`config.mk`:
```
export PLATFORM = sky130hd
export DESIGN_NAME = bias_layer_sequencer
export DESIGN_NICKNAME = d
export VERILOG_FILES = /design/src/rtl/bias_layer_sequencer_pkg.sv /design/src/rtl/bias_layer_sequencer_chan_counter.sv /design/src/rtl/bias_layer_sequencer.sv
export SDC_FILE = /design/constraint.sdc
export NUM_CORES = 1
export LEC_CHECK = 0
export CORE_ASPECT_RATIO = 0.5
export CORE_MARGIN = 1
export CORE_UTILIZATION = 51
export CTS_BUF_LIST = sky130_fd_sc_hd__clkbuf_8
export CTS_CLUSTER_SIZE = 30
export DETAILED_ROUTE_END_ITERATION = 8
export PLACE_DENSITY = 0.82
export SLEW_MARGIN = 30
export SYNTH_ARGS = -nofsm -noshare
export SYNTH_HDL_FRONTEND = slang
export SYNTH_HIERARCHICAL = 1
export SYNTH_SLANG_ARGS = --single-unit
```
`constraint.sdc`:
```
create_clock -name clk -period 4.8 [get_ports clk]
set_clock_uncertainty 0.05 [all_clocks]
set_input_delay 1.44 -clock clk [delete_from_list [all_inputs] [get_ports clk]]
set_output_delay 1.44 -clock clk [all_outputs]
set_load 0.01 [all_outputs]
```
`src/rtl/bias_layer_sequencer_pkg.sv`:
```
// Shared constants for the bias layer sequencer: FSM state encoding and parameter defaults.
package bias_layer_sequencer_pkg;

    localparam int unsigned BRAM_DATA_WIDTH_DEF = 32;
    localparam int unsigned CH_WIDTH_DEF        = 12;
    localparam int unsigned LOAD_TIMEOUT_DEF    = 4096;
    localparam int unsigned STATE_W             = 3;

    typedef enum logic [STATE_W-1:0] {
        ST_IDLE      = 3'd0,
        ST_LOAD_KICK = 3'd1,
        ST_LOAD      = 3'd2,
        ST_READ_KICK = 3'd3,
        ST_WAIT_BIAS = 3'd4,
        ST_PRESENT   = 3'd5,
        ST_FINISH    = 3'd6
    } state_e;

endpackage

```
`src/rtl/bias_layer_sequencer_chan_counter.sv`:
```
// Channel counter for one layer: latches the channel total at start and
// flags the last channel one register stage ahead of its use.
module bias_chan_counter
    import bias_layer_sequencer_pkg::*;
#(
    parameter int unsigned CH_WIDTH = CH_WIDTH_DEF
) (
    input  logic                clk,
    input  logic                rst,
    input  logic                clear_i,
    input  logic                load_i,
    input  logic [CH_WIDTH-1:0] size_i,
    input  logic                incr_i,
    output logic                last_o
);

    logic [CH_WIDTH-1:0] cnt_q, cnt_d;
    logic [CH_WIDTH-1:0] total_q, total_d;
    logic                last_q, last_d;

    always_comb begin
        cnt_d   = cnt_q;
        total_d = total_q;
        if (load_i) begin
            cnt_d   = '0;
            total_d = size_i;
        end else if (clear_i) begin
            cnt_d   = '0;
            total_d = '0;
        end else if (incr_i) begin
            cnt_d = cnt_q + CH_WIDTH'(1);
        end
        // A zero total never matches, so the wrapped total-1 is harmless
        last_d = (total_d != '0) && (cnt_d == total_d - CH_WIDTH'(1));
    end

    always_ff @(posedge clk) begin
        if (rst) begin
            cnt_q   <= '0;
            total_q <= '0;
            last_q  <= 1'b0;
        end else begin
            cnt_q   <= cnt_d;
            total_q <= total_d;
            last_q  <= last_d;
        end
    end

    assign last_o = last_q;

endmodule

```
`src/rtl/bias_layer_sequencer.sv`:
```
// Per-layer sequencer for the bias BRAM: optional load phase, then one bias
// word per output channel handed to the PE array over a valid/ready handshake.
module bias_layer_sequencer
    import bias_layer_sequencer_pkg::*;
#(
    parameter int unsigned BRAM_DATA_WIDTH = BRAM_DATA_WIDTH_DEF,
    parameter int unsigned CH_WIDTH        = CH_WIDTH_DEF,
    parameter int unsigned LOAD_TIMEOUT    = LOAD_TIMEOUT_DEF
) (
    input  logic                       clk,
    input  logic                       rst,
    input  logic                       start,
    input  logic                       reload_bias,
    input  logic                       abort,
    input  logic [CH_WIDTH-1:0]        output_channel_size,
    input  logic                       write_bias_finish,
    input  logic                       bias_from_bram_valid,
    input  logic [BRAM_DATA_WIDTH-1:0] bias_from_bram,
    input  logic                       bias_ready,
    output logic                       write_en,
    output logic                       transfer_start,
    output logic                       bram_control_add,
    output logic                       layer_finish,
    output logic [BRAM_DATA_WIDTH-1:0] bias_data,
    output logic                       bias_valid,
    output logic                       busy,
    output logic                       done,
    output logic                       err_timeout,
    output logic [STATE_W-1:0]         state_o
);

    localparam int unsigned TO_W = $clog2(LOAD_TIMEOUT + 1);

    state_e                     state_q, state_d;
    logic [TO_W-1:0]            to_cnt_q, to_cnt_d;
    logic                       write_en_q, write_en_d;
    logic                       transfer_start_q, transfer_start_d;
    logic                       bram_add_q, bram_add_d;
    logic                       layer_finish_q, layer_finish_d;
    logic [BRAM_DATA_WIDTH-1:0] bias_data_q, bias_data_d;
    logic                       bias_valid_q, bias_valid_d;
    logic                       busy_q, busy_d;
    logic                       done_q, done_d;
    logic                       err_q, err_d;

    logic start_acc;
    logic size_zero;
    logic abort_act;
    logic timeout_hit;
    logic handshake;
    logic ch_last;
    logic ch_load, ch_clear;

    assign start_acc   = (state_q == ST_IDLE) && start;
    assign size_zero   = (output_channel_size == '0);
    // FINISH already heads back to IDLE, so abort there changes nothing
    assign abort_act   = abort && (state_q != ST_IDLE) && (state_q != ST_FINISH);
    assign timeout_hit = (to_cnt_q == TO_W'(LOAD_TIMEOUT - 1));
    assign handshake   = (state_q == ST_PRESENT) && bias_ready;

    bias_chan_counter #(
        .CH_WIDTH (CH_WIDTH)
    ) u_chan_cnt (
        .clk     (clk),
        .rst     (rst),
        .clear_i (ch_clear),
        .load_i  (ch_load),
        .size_i  (output_channel_size),
        .incr_i  (bram_add_d),
        .last_o  (ch_last)
    );

    // State and output registers
    always_ff @(posedge clk) begin
        if (rst) begin
            state_q          <= ST_IDLE;
            to_cnt_q         <= '0;
            write_en_q       <= 1'b0;
            transfer_start_q <= 1'b0;
            bram_add_q       <= 1'b0;
            layer_finish_q   <= 1'b0;
            bias_data_q      <= '0;
            bias_valid_q     <= 1'b0;
            busy_q           <= 1'b0;
            done_q           <= 1'b0;
            err_q            <= 1'b0;
        end else begin
            state_q          <= state_d;
            to_cnt_q         <= to_cnt_d;
            write_en_q       <= write_en_d;
            transfer_start_q <= transfer_start_d;
            bram_add_q       <= bram_add_d;
            layer_finish_q   <= layer_finish_d;
            bias_data_q      <= bias_data_d;
            bias_valid_q     <= bias_valid_d;
            busy_q           <= busy_d;
            done_q           <= done_d;
            err_q            <= err_d;
        end
    end

    // Next-state logic
    always_comb begin
        state_d = state_q;
        if (abort_act) begin
            state_d = ST_FINISH;
        end else begin
            case (state_q)
                ST_IDLE: begin
                    if (start && !size_zero) begin
                        state_d = reload_bias ? ST_LOAD_KICK : ST_READ_KICK;
                    end
                end
                ST_LOAD_KICK: state_d = ST_LOAD;
                ST_LOAD: begin
                    if (write_bias_finish) begin
                        state_d = ST_READ_KICK;
                    end else if (timeout_hit) begin
                        state_d = ST_FINISH;
                    end
                end
                ST_READ_KICK: state_d = ST_WAIT_BIAS;
                ST_WAIT_BIAS: begin
                    if (bias_from_bram_valid) begin
                        state_d = ST_PRESENT;
                    end
                end
                ST_PRESENT: begin
                    if (bias_ready) begin
                        state_d = ch_last ? ST_FINISH : ST_WAIT_BIAS;
                    end
                end
                ST_FINISH: state_d = ST_IDLE;
                default:   state_d = ST_IDLE;
            endcase
        end
    end

    // Output logic: registered outputs are decoded from the state being entered
    always_comb begin
        write_en_d       = (state_d == ST_LOAD_KICK) || (state_d == ST_LOAD);
        transfer_start_d = (state_d == ST_LOAD_KICK) || (state_d == ST_READ_KICK);
        bram_add_d       = handshake && (state_d == ST_WAIT_BIAS);
        layer_finish_d   = (state_d == ST_FINISH);
        bias_valid_d     = (state_d == ST_PRESENT);
        busy_d           = (state_d != ST_IDLE);
        done_d           = (start_acc && size_zero) ||
                           (handshake && ch_last && !abort_act);
        to_cnt_d         = (state_q == ST_LOAD) ? to_cnt_q + TO_W'(1) : '0;
        ch_load          = start_acc && !size_zero;
        ch_clear         = (state_q == ST_FINISH);

        bias_data_d = bias_data_q;
        if ((state_q == ST_WAIT_BIAS) && bias_from_bram_valid && !abort_act) begin
            bias_data_d = bias_from_bram;
        end

        err_d = err_q;
        if (start_acc) begin
            err_d = 1'b0;
        end else if ((state_q == ST_LOAD) && !abort_act && !write_bias_finish && timeout_hit) begin
            err_d = 1'b1;
        end
    end

    assign write_en         = write_en_q;
    assign transfer_start   = transfer_start_q;
    assign bram_control_add = bram_add_q;
    assign layer_finish     = layer_finish_q;
    assign bias_data        = bias_data_q;
    assign bias_valid       = bias_valid_q;
    assign busy             = busy_q;
    assign done             = done_q;
    assign err_timeout      = err_q;
    assign state_o          = state_q;

endmodule

```
==> impl_metrics.toml <==
[run_status]
status = "complete, no violations"

[clock_network]
clock_latency_ns = 0.37
cts_max_path_buffers = 2
cts_sinks = 81
cts_root_buf = "clkbuf_8"
tritoncts = "done"
htree_levels = 3
cts_hold_buf = 0
path_clk_slew_ns = 0.09
post_cts_buffers = 0
cts_resized = 0
cts_buffers = 9

[cells_and_area]
final_cell_area_sq_um = 5030
n_fill_cell = 547
area_growth_pct = 31.54
drive_gt1_frac = 0.1095
nets = 598
antenna_cells = 0

[drt]
wl_mm = 9.197
ant_nets = 0
viasPerCell = 5.391
first_pass_iters = 4
dr.first_iter.drc_count = 137
drc = 0
via_count = 3450
wl_per_cell_um = 14.37

[placed_design]
place_congestion = 0.8689
place_area_sq_um = 4822
dp_hpwl_mm = 6.648
preCtsSetupSlack_ns = 0.07750
port_buffers = 94

[worst_setup_path]
crit_start = "output_channel_size[6]"
timing.critical_path.buf_inv = 3
crit_arrival_ns = 4.62
crit_required_ns = 5.02
critPathMaxFanout = 8
critPathCaptureType = "flip-flop"
crit_family = "simple AND/OR/NAND/NOR gates"
crit_type = "primary input to flip-flop"
reg2regPathDepth = 10
cp-start-kind = "primary input"
cpPeakStageDelay_ns = 0.47
path_depth = 14
worst_path_max_delay_cell = "clkdlybuf4s50_1"
crit_chain = "clkdlybuf4s50_1 > nor4_2 > buf_4 > nand3_1 > a21o_2 > nor2_1 > buf_4 > mux2i_1 > nor2_4 > xnor2_1 > nor4_2 > nand4_1 > a311o_1 > a2111oi_2"
r2r_start = "state_o[0]"

[job]
drv_cap = 0

[logic_synthesis]
synthTopCellsByArea = "dfxtp_1, nand2_1, a21oi_1"
synth_cell_type_count = 68
synth_flop_cell = "dfxtp_1"
yosysSeqAreaShare = 0.4241
postSynthAreaPerCell_sq_um = 8.516
yosysTopAreaCellShare = 0.4241
synth_edf_count = 0
yosysWarnings = 6
yosysTopAreaCell = "dfxtp_1"
async_flop_share = 0
synth_common_cells = "dfxtp_1, nand2_1, nor2_1, a21oi_1, xnor2_1"
synth_seq_cells = 81
synth_cells = 449
synth_area_sq_um = 3824
synth_nets = 504

[floorplan]
coreArea_sq_um = 6963
start_util = 0.5491
die_w_um = 124.5
die-area_sq_um = 7869
fp-row-count = 21
io_pins = 95
die_h_um = 63.23

[grt]
grt.overflow.total = 0
grt_max_degree = 33
track_usage = 0.2463
grt_pass1_vias = 3263
grt_pass1_wl_mm = 15.41
antenna_found_initial = 0

[sta]
setup_viol = 0
period_needed_ns = 4.405
worstMarginPinSlew_ns = 0.5826
rsz0062_at_grt = "no"
slew_viol_final = 0
slew_headroom = 0.6102
min_period_over_period = 0.9177
timing.final.ws_setup_ns = 0.3950
tns_ns = 0
fmax_ghz = 0.2270
hold_viol = 0

[hold_path]
hold_path_class = "flip-flop to flip-flop"
hold_depth = 2
worstHoldStart = "bias_data[5]"

[power]
peakVddDrop_mv = 0.1768
leakage_nw = 1.750
powerDensity_nw_per_um2 = 437.3
[stage by stage]
step	hold WS, ns	total power, mW	util	cells
floorplan	0.3797	1.436	-	449
global placement	0.3914	1.669	0.6922	624
detailed placement	0.3962	1.680	0.6925	624
CTS	0.4083	2.204	0.7224	640
global route	0.4322	2.340	0.7224	640
finish	0.4071	2.199	0.7224	640
[final timing paths]
kind	endpoint	slack [ns]
setup / recovery	u_chan_cnt/last_o	0.39
hold / removal	bias_data[5]	0.41
setup reg to reg	u_chan_cnt/last_o	1.49
hold reg to reg	bias_data[5]	0.41
[logic make-up (layout without fill, tap and decap cells)]
| group | Yosys count | after routing | synth area share |
|---|---|---|---|
| AO/OA/AOI/OAI | 96 | 96 | 0.1695 |
| adder cells (fa/ha/maj) | 3 | 3 | 0.009818 |
| AND/OR/NAND/NOR | 204 | 204 | 0.2634 |
| multiplexers | 2 | 2 | 0.005236 |
| flip-flops | 81 | 81 | 0.4241 |
| XOR/XNOR | 29 | 29 | 0.07722 |
| buffers and inverters | 34 | 133 | 0.05072 |
[layout make-up]
class                           count  area, sq um  share of cell area
Sequential cell                    81         1622              0.3224
Tap cell                           92        115.1             0.02289
Clock buffer                        9        123.9             0.02463
Multi-Input combinational cell    334         2011              0.3998
Clock inverter                      7        83.83             0.01667
Timing Repair Buffer              108         1041              0.2070
Inverter                            9        33.78            0.006716
[routing by layer]
metal / vias to the layer above / track usage / share of wire
li1: 1743 / - / -
met1: 1599 / 0.3067 / 0.47
met2: 96 / 0.4130 / 0.46
met3: 12 / 0.06117 / 0.051
met4: 0 / 0.09639 / 0.015
met5: - / 0 / 0
[state kept, by name, summed over array words and instances, names as in the netlist]
signal              count
u_chan_cnt/cnt_q       12
layer_finish            1
u_chan_cnt/last_o       1
transfer_start          1
busy                    1
err_timeout             1
done                    1
write_en                1
state_o                 3
bias_valid              1
bias_data              32
bram_control_add        1
to_cnt_q               13
u_chan_cnt/total_q     12
[cell usage in the layout, fill, tap and decap left out, types with 4 or more instances in the layout]
cell / netlist / layout
a21oi_1: 43 / 43
a22oi_1: 7 / 7
buf_4: 2 / 14
clkbuf_8: 1 / 9
clkdlybuf4s50_1: 0 / 93
dfxtp_1: 81 / 81
inv_1: 7 / 7
nand2_1: 81 / 80
nand3_1: 12 / 12
nand4_1: 7 / 7
nor2_1: 48 / 48
nor2b_1: 7 / 7
nor3_1: 9 / 9
nor4_2: 5 / 5
o21ai_0: 12 / 12
o21ai_1: 4 / 4
or3_1: 4 / 4
xnor2_1: 19 / 19
xor2_1: 7 / 7
[report_power, final]
group | total, mW | internal (mW) | switching, mW
clock network | 0.524 | 0.250 | 0.274
logic | 0.882 | 0.422 | 0.461
registers | 0.793 | 0.737 | 0.0564
[tightest hold or removal path, cell delays in order (launching register included)]
cell and delay (ns):
dfxtp_1 0.31, nand2_1 0.05, a21oi_1 0.05
No activity file was read; power rests on OpenSTA's default activity.
